### config.mk
export PLATFORM = sky130hd
export DESIGN_NAME = control_sequencer
export DESIGN_NICKNAME = d
export VERILOG_FILES = /design/src/rtl/control_sequencer.sv
export SDC_FILE = /design/constraint.sdc
export NUM_CORES = 1
export LEC_CHECK = 0
export ABC_AREA = 0
export CORE_ASPECT_RATIO = 0.5
export CORE_MARGIN = 1
export CORE_UTILIZATION = 48
export DETAILED_ROUTE_END_ITERATION = 10
export PLACE_DENSITY = 0.89
export REMOVE_ABC_BUFFERS = 1
export SLEW_MARGIN = 10
export SYNTH_ARGS = -nofsm -noshare
export SYNTH_HDL_FRONTEND = slang
export SYNTH_SLANG_ARGS = --single-unit
### constraint.sdc
create_clock -name clock -period 2.13 [get_ports clock]
set_input_delay 0.426 -clock clock [delete_from_list [all_inputs] [get_ports clock]]
set_output_delay 0.426 -clock clock [all_outputs]
set_load 0.02 [all_outputs]
### src/rtl/control_sequencer.sv
// Multi-cycle IF/EX control sequencer: instruction register, class decode, immediate generation, control word.
// Optional retired-instruction counter enabled by defining CTRL_SEQ_PERF_EN.
module control_sequencer #(
  parameter int DATA_W = 64,
  parameter int CW_W   = 34
) (
  input  logic              clock,
  input  logic              reset,
  input  logic              instr_valid,
  input  logic [31:0]       instruction,
  input  logic [4:0]        status,
  input  logic              mem_ready,
  output logic              instr_req,
  output logic [CW_W-1:0]   control_word,
  output logic [DATA_W-1:0] constant,
  output logic [2:0]        state,
  output logic              illegal
`ifdef CTRL_SEQ_PERF_EN
  ,
  output logic [31:0]       retired
`endif
);

  typedef enum logic [2:0] {S_IF = 3'd0, S_EX0 = 3'd1, S_EX1 = 3'd2, S_EX2 = 3'd3} state_t;
  typedef enum logic [2:0] {C_ILL, C_ADD, C_MOVZ, C_B, C_CB, C_BC, C_LDST} cls_t;

  state_t      state_q, state_d;
  logic [31:0] ir;
  logic [7:0]  cw;
  cls_t        cls;

  function automatic cls_t decode(input logic [31:0] i);
    if (i[28:24] == 5'b10001)  return C_ADD;
    if (i[28:23] == 6'b100101) return (DATA_W == 32 && i[22]) ? C_ILL : C_MOVZ;
    if (i[30:26] == 5'b00101)  return C_B;
    if (i[30:25] == 6'b011010) return C_CB;
    if (i[31:24] == 8'h54)     return C_BC;
    // bit 22 selects load vs store, bit 23 is don't-care
    if (i[29:24] == 6'b111000 && !i[21] && i[11:10] == 2'b00) return C_LDST;
    return C_ILL;
  endfunction

  // Built at 64 bits then truncated, so sign extension holds for DATA_W=32 too.
  function automatic logic [DATA_W-1:0] gen(input logic [31:0] i);
    logic [63:0] v;
    v = '0;
    case (decode(i))
      C_ADD:       v = i[22] ? {40'd0, i[21:10], 12'd0} : {52'd0, i[21:10]};
      C_MOVZ:      v = {48'd0, i[20:5]} << {i[22:21], 4'd0};
      C_B:         v = {{36{i[25]}}, i[25:0], 2'b00};
      C_CB, C_BC:  v = {{43{i[23]}}, i[23:5], 2'b00};
      C_LDST:      v = {{55{i[20]}}, i[20:12]};
      default:     v = '0;
    endcase
    return v[DATA_W-1:0];
  endfunction

  function automatic logic cond_ok(input logic [3:0] c, input logic [3:0] nzcv);
    logic n, z, cf, v, r;
    {n, z, cf, v} = nzcv;
    case (c[3:1])
      3'd0:    r = z;
      3'd1:    r = cf;
      3'd2:    r = n;
      3'd3:    r = v;
      3'd4:    r = cf & ~z;
      3'd5:    r = (n == v);
      3'd6:    r = ~z & (n == v);
      default: r = 1'b1;
    endcase
    return (c[0] && c != 4'hF) ? ~r : r;
  endfunction

  assign cls = decode(ir);

  always_ff @(posedge clock or negedge reset) begin
    if (!reset) begin
      state_q  <= S_IF;
      ir       <= '0;
      constant <= '0;
    end else begin
      state_q <= state_d;
      if (state_q == S_IF && instr_valid) begin
        ir       <= instruction;
        constant <= gen(instruction);
      end
    end
  end

  always_comb begin
    state_d = state_q;
    case (state_q)
      S_IF:    if (instr_valid) state_d = S_EX0;
      S_EX0:   state_d = (cls == C_LDST || (cls == C_B && ir[31])) ? S_EX1 : S_IF;
      S_EX1:   if (cls != C_LDST) state_d = S_IF;
               else if (mem_ready) state_d = ir[22] ? S_EX2 : S_IF;
      default: state_d = S_IF;
    endcase
  end

  // cw bits: [0]pc_inc [1]ir_load [2]reg_we [3]mem_we [4]mem_re [5]alu_b_const [6]pc_load [7]link_we
  always_comb begin
    cw        = 8'h00;
    instr_req = 1'b0;
    illegal   = 1'b0;
    if (reset) begin
      case (state_q)
        S_IF: begin
          instr_req = 1'b1;
          if (instr_valid) cw = 8'h03;
        end
        S_EX0: begin
          case (cls)
            C_ADD, C_MOVZ: cw = 8'h24;
            C_B:           cw = ir[31] ? 8'h80 : 8'h40;
            C_CB:          cw[6] = status[4] ^ ir[24];
            C_BC:          cw[6] = cond_ok(ir[3:0], status[3:0]);
            C_LDST:        cw = 8'h20;
            default:       illegal = 1'b1;
          endcase
        end
        S_EX1: begin
          if (cls == C_LDST) cw = ir[22] ? 8'h10 : 8'h08;
          else               cw = 8'h40;
        end
        default: cw = 8'h04;
      endcase
    end
  end

  always_comb begin
    control_word      = '0;
    control_word[7:0] = cw;
  end

  assign state = state_q;

`ifdef CTRL_SEQ_PERF_EN
  always_ff @(posedge clock or negedge reset) begin
    if (!reset) retired <= '0;
    else if (state_q != S_IF && state_d == S_IF && !(state_q == S_EX0 && cls == C_ILL))
      retired <= retired + 32'd1;
  end
`endif

endmodule
==> results.toml, run 1 <==
[cells_and_area]
multi_input_area_mm2 = 0.002606
final_cell_area_mm2 = 0.007291
areaGrowthSynthToFinish_pct = 48.61
layoutNonFillerInstCount = 832
regArea_mm2 = 0.002078
final_cell_mix = "92 x clkdlybuf4s50_1, 86 x buf_4, 82 x nand2_1, 82 x dfrtp_1, 45 x a22o_1"
fill_cells = 566
fin_nets = 733
final_common_cell = "clkdlybuf4s50_1"
utilization_pct = 75.43
layout-drive-gt1-share_pct = 24.82
diodes = 0

[power_and_ir_drop]
switching_power_mw = 1.230
pwr-share-comb_pct = 19.7
clkPwrFrac_pct = 39.6
p_seq_share_pct = 40.7
internal_power_mw = 2.912
powerDensity_mw_per_mm2 = 568.2
p_sw_share_pct = 29.70
p_leak_nw = 3.527
vdd_drop_max_mv = 0.4641
totalPowerFinal_mw = 4.142

[synthesis]
ys_ff_latch = 83
synthCells = 516
ys_async_sr_fraction_pct = 100.0
ys_seq_area_share_pct = 42.34
synthFlopType = "dfrtp_1"
synth_edf_count = 0
syn_avg_cell_area_um2 = 9.508
ys_types = 62
yosys_warnings = 0
synth_area_mm2 = 0.004906

[routing]
vias = 5546
routedWlPerCell_um = 23.94
first_pass_iters = 7
vias_per_cell = 6.666
drc = 0
totalWireLength_mm = 19.92
ant_nets = 0
drt_iter0_drc = 1121

[cts]
clock_sinks = 83
cts_max_path_buffers = 2
htreeDepth = 3
cts_buffers = 9
clockRootBuffer = "clkbuf_16"
clk_latency_ns = 0.36
cts_hold_buf = 0
cts_tree = "yes"
path_clk_slew_ns = 0.07

[setup_path]
critPathLaunchType = "flip-flop"
worstSetupEndpointType = "output pin"
crit_type = "reg -> out"
crit_fanout = 5
critPathRequiredTime_ns = 1.70
cp.arrival_ns = 1.91

[place]
post-place-ws_ns = -0.7621
gp_congestion = 0.8630
io_buffers = 116
placed_cells = 801
placed_area_mm2 = 0.006615
hpwl_mm = 11.10

[sta]
period_needed_ns = 2.340
setup_violations = 9
maxSlewHeadroom_pct = 60.60
fin_tns_setup_ns = -1.245
tightest_slew_ns = 0.5910
hold_viol_final = 0
whs_ns = 0.3434
max_freq_mhz = 427.3
skew_ns = 0.006066
grt_setup_unrepaired = "yes"
period_share_pct = 109.9
fin_ws_ns = -0.2100
final_max_slew_viol_count = 0

[grt]
grt_first_pass_wirelength_mm = 28.15
antenna_found_initial = 0
grt_max_degree = 44
grt_pass1_vias = 5140
overflow = 0
grt_usage_pct = 34.52

[status]
run_status = "finished with violations"
violations = "negative setup slack"

[worst_hold_path]
hold_path_class = "in -> async"

[floorplan]
row_count = 25
io_pins = 144
initial_core_util_pct = 50.76
dieArea_mm2 = 0.01065
die_x_um = 145.0
die_height_um = 73.49
core_area_mm2 = 0.009666

[flow_run]
cap_viol_max_count = 0
## layout make-up
cell class / count / area share (%)
multi-input combinational: 376 / 35.75
timing repair buffer: 218 / 29.07
sequential: 83 / 28.51
clock buffer: 11 / 3.329
tap: 135 / 2.317
clock inverter: 5 / 0.8238
inverter: 4 / 0.2059
## logic make-up (layout without fill, tap and decap cells)
logic type	count (synthesis)	in the layout	share of synthesized area (%)
AO/OA/AOI/OAI	176	176	28.77
AND/OR/NAND/NOR	166	166	17.24
flip-flops	83	83	42.34
buffers and inverters	83	238	10.20
multiplexers	4	4	0.8416
XOR/XNOR	3	3	0.5357
other	1	27	0.07644
## cells in the mapped netlist, drive strengths merged (3+ instances only)
cell type	number	share of area, %
a211oi	10	1.9
a21o	37	5.7
a21oi	15	1.5
a221o	4	0.82
a221oi	9	1.6
a222oi	6	1.2
a22o	46	8.2
a22oi	15	2.3
a311oi	8	1.6
a31oi	5	0.64
and2	3	0.38
and3	6	0.77
buf	53	7.8
clkbuf	26	2.1
dfrtp	83	42
inv	4	0.31
mux2i	3	0.61
nand2	84	6.4
nand3b	3	0.46
nor2	28	2.1
nor2b	5	0.64
nor3	11	1.7
nor3b	3	0.56
nor4	5	1.2
nor4b	4	0.71
o21ai	7	0.71
## routing by layer
layer | vias to the layer above | wire length (um) | global-route usage [%]
met5 | - | 0 | 0
met4 | 0 | 1481 | 20.92
met3 | 199 | 2473 | 9.317
met2 | 548 | 8710 | 54.86
met1 | 2586 | 7254 | 43.06
li1 | 2213 | - | -
## worst max-delay path: stages (launching register included)
cell and delay (ns):
dfrtp_1 0.42, nor4_2 0.27, nand3b_1 0.15, nor3_2 0.17
buf_4 0.17, o22a_1 0.15, o31ai_2 0.07, buf_4 0.16
## sequential cells by signal, indices dropped and copies added, names as in the netlist
signal,cells
ir,17
state,2
constant,64
## power groups by stage
| stage | clock (mW) | combinational (mW) | sequential (mW) |
|---|---|---|---|
| after floorplan | 0 | 0.273 | 1.72 |
| after global placement | 0 | 0.693 | 1.70 |
| after detailed placement | 0 | 0.713 | 1.70 |
| after CTS | 1.63 | 0.743 | 1.68 |
| after global routing | 1.72 | 0.859 | 1.69 |
| final | 1.64 | 0.817 | 1.69 |
## what timing repair did
item,in CTS,in global routing
pin swaps,12,9
cloned,2,2
setup buffers,5,6
resized for setup,74,30
endpoints found under the setup margin,74,63
## path summary, 6_finish.rpt
path | from | to | slack, ns | cells past startpoint
setup / recovery | ir[24]$_DFFE_PN0P_ | control_word[6] | -0.21 | 7
max in group asynchronous | reset | ir[25]$_DFFE_PN0P_ | 0.75 | 4
hold reg to reg | constant[49]$_DFFE_PN0P_ | constant[49]$_DFFE_PN0P_ | 0.51 | 1
hold / removal | reset | constant[25]$_DFFE_PN0P_ | 0.34 | 3
setup reg to reg | state[0]$_DFFE_PN0P_ | constant[2]$_DFFE_PN0P_ | -0.06 | 6
min in group clock | constant[49]$_DFFE_PN0P_ | constant[49]$_DFFE_PN0P_ | 0.51 | 1
Power figures use the tool's default switching activity.
==> run 2, diff against run 1 <==
CORE_ASPECT_RATIO = unset   (was 0.5)
CORE_UTILIZATION = 30   (was 48)
PLACE_DENSITY = 0.63   (was 0.89)
==> results.toml, run 2 (synthesized netlist as in run 1, its figures left out) <==
[sta]
maxSlewHeadroom_pct = 54.77
setup_violations = 6
grt_setup_unrepaired = "yes"
period_share_pct = 110.7
skew_ns = 0.008780
hold_viol_final = 0
tightest_slew_ns = 0.6784
fin_tns_setup_ns = -0.7769
fin_ws_ns = -0.2277
period_needed_ns = 2.358
max_freq_mhz = 424.1
final_max_slew_viol_count = 0

[routing]
drc = 0
totalWireLength_mm = 16.60
vias = 4740
drt_iter0_drc = 464
ant_nets = 0
routedWlPerCell_um = 18.43
first_pass_iters = 6
vias_per_cell = 5.261

[setup_path]
critPathLaunchType = "flip-flop"
reg2reg_depth = 8
worstSetupEndpointType = "output pin"
worst_path_max_delay_cell = "dfrtp_1"
worstReg2RegStart = "state[0]$_DFFE_PN0P_"
reg2reg_to = "constant[1]$_DFFE_PN0P_"
cp.arrival_ns = 1.93
crit_fanout = 4
path_cells = "buf_4 > nor4_4 > nand3_2 > a31o_2 > o31ai_1 > buf_2"
cpLargestDelayFamily = "simple AND/OR/NAND/NOR gates"
crit_type = "reg -> out"
slowest_delay_ns = 0.40
cp.buffers_inverters = 2
r2r_slack_ns = 0.28
critPathRequiredTime_ns = 1.70

[floorplan]
io_pins = 144
initial_core_util_pct = 30.77
core_area_mm2 = 0.01594
die_x_um = 129.9
row_count = 46
die_height_um = 129.9
dieArea_mm2 = 0.01687

[cts]
htreeDepth = 3
cts_buffers = 9
cts_max_path_buffers = 2
clock_sinks = 83
path_clk_slew_ns = 0.06
cts_tree = "yes"
clk_latency_ns = 0.35
clockRootBuffer = "clkbuf_16"
cts_hold_buf = 0

[power_and_ir_drop]
totalPowerFinal_mw = 3.916
powerDensity_mw_per_mm2 = 549.6
internal_power_mw = 2.787
vdd_drop_max_mv = 0.3258
p_seq_share_pct = 42.9
clkPwrFrac_pct = 37.0
p_sw_share_pct = 28.85
pwr-share-comb_pct = 20.0
p_leak_nw = 3.409
switching_power_mw = 1.130

[cells_and_area]
areaGrowthSynthToFinish_pct = 45.24
diodes = 0
fill_cells = 1493
fin_nets = 721
top_register = "constant"
final_common_cell = "clkdlybuf4s50_1"
final_cell_mix = "95 x clkdlybuf4s50_1, 83 x nand2_1, 82 x dfrtp_1"
largest_reg_flops = 64
layout-drive-gt1-share_pct = 21.90

[place]
gp_congestion = 0.8409
hpwl_mm = 11.62
io_buffers = 116

[grt]
grt_first_pass_wirelength_mm = 25.92
grt_pass1_vias = 4666
overflow = 0
antenna_found_initial = 0
grt_usage_pct = 20.16
grt_max_degree = 52

[flow_run]
cap_viol_max_count = 0

[status]
run_status = "finished with violations"
violations = "negative setup slack"

[worst_hold_path]
hold_path_class = "in -> async"
run 2: cell types whose count changed in the layout (fill, tap and decap cells not counted), sizes merged:
| cell | before | now |
|---|---|---|
| buf | 107 | 98 |
| bufinv | 1 | 0 |
| clkbuf | 15 | 12 |
| clkdlybuf4s50 | 92 | 95 |
| clkinv | 1 | 5 |
| clkinvlp | 1 | 0 |
| dlygate4sd2 | 11 | 10 |
| dlymetal6s2s | 2 | 0 |
| inv | 6 | 4 |
run 2: per-layer routing:
metal,routed length (um),vias to the layer above,GRT usage (%)
li1,-,2176,-
met1,7164,2320,26.99
met2,7855,221,32.31
met3,1275,23,4.305
met4,306,0,6.840
met5,0,-,0
run 2: layout make-up:
| type | count | area, um2 | share of cell area (%) |
|---|---|---|---|
| multi-input combinational | 376 | 2550 | 35.79 |
| clock buffer | 11 | 242.7 | 3.407 |
| timing repair buffer | 206 | 1941 | 27.23 |
| clock inverter | 5 | 28.78 | 0.4039 |
| tap | 216 | 270.3 | 3.793 |
| sequential | 83 | 2078 | 29.17 |
| inverter | 4 | 15.01 | 0.2107 |
run 2: how the worst max path moves through the flow:
stage | from | endpoint | cells past startpoint
2_1_floorplan | state[0]$_DFFE_PN0P_ | constant[16]$_DFFE_PN0P_ | 4
3_3_place_gp | status[1] | control_word[6] | 6
6_report | ir[25]$_DFFE_PN0P_ | control_word[6] | 6
4_1_cts | ir[25]$_DFFE_PN0P_ | control_word[6] | 7
5_1_grt | ir[27]$_DFFE_PN0P_ | control_word[6] | 6
3_5_place_dp | status[3] | control_word[6] | 7
run 2: timing repair:
| item | CTS | global route |
|---|---|---|
| endpoints found under the hold margin | 0 | 0 |
| resized for setup | 68 | 18 |
| pin swaps | 14 | 10 |
| cloned | 1 | 0 |
| setup endpoints to repair | 74 | 51 |
| setup buffers | 6 | 4 |
run 2: metrics by stage:
stage	util, %	hold WS (ns)	worst slack [ns]	area [um2]	instances
final	44.69	0.07162	-0.2277	7126	901
after detailed placement	41.56	0.4302	-0.7445	6626	875
after global placement	41.56	0.4340	-0.6486	6626	875
after floorplan	-	0.1304	-0.8250	4518	463
after global routing	44.69	0.07657	-0.2689	7126	901
after CTS	44.21	0.06203	-0.2253	7048	897
run 2: power groups by stage:
stage,Sequential [mW],Clock [mW],Combinational [mW]
floorplan,1.72,0,0.273
detailed placement,1.70,0,0.720
global route,1.69,1.55,0.852
finish,1.68,1.45,0.785
global placement,1.70,0,0.701
CTS,1.68,1.48,0.754
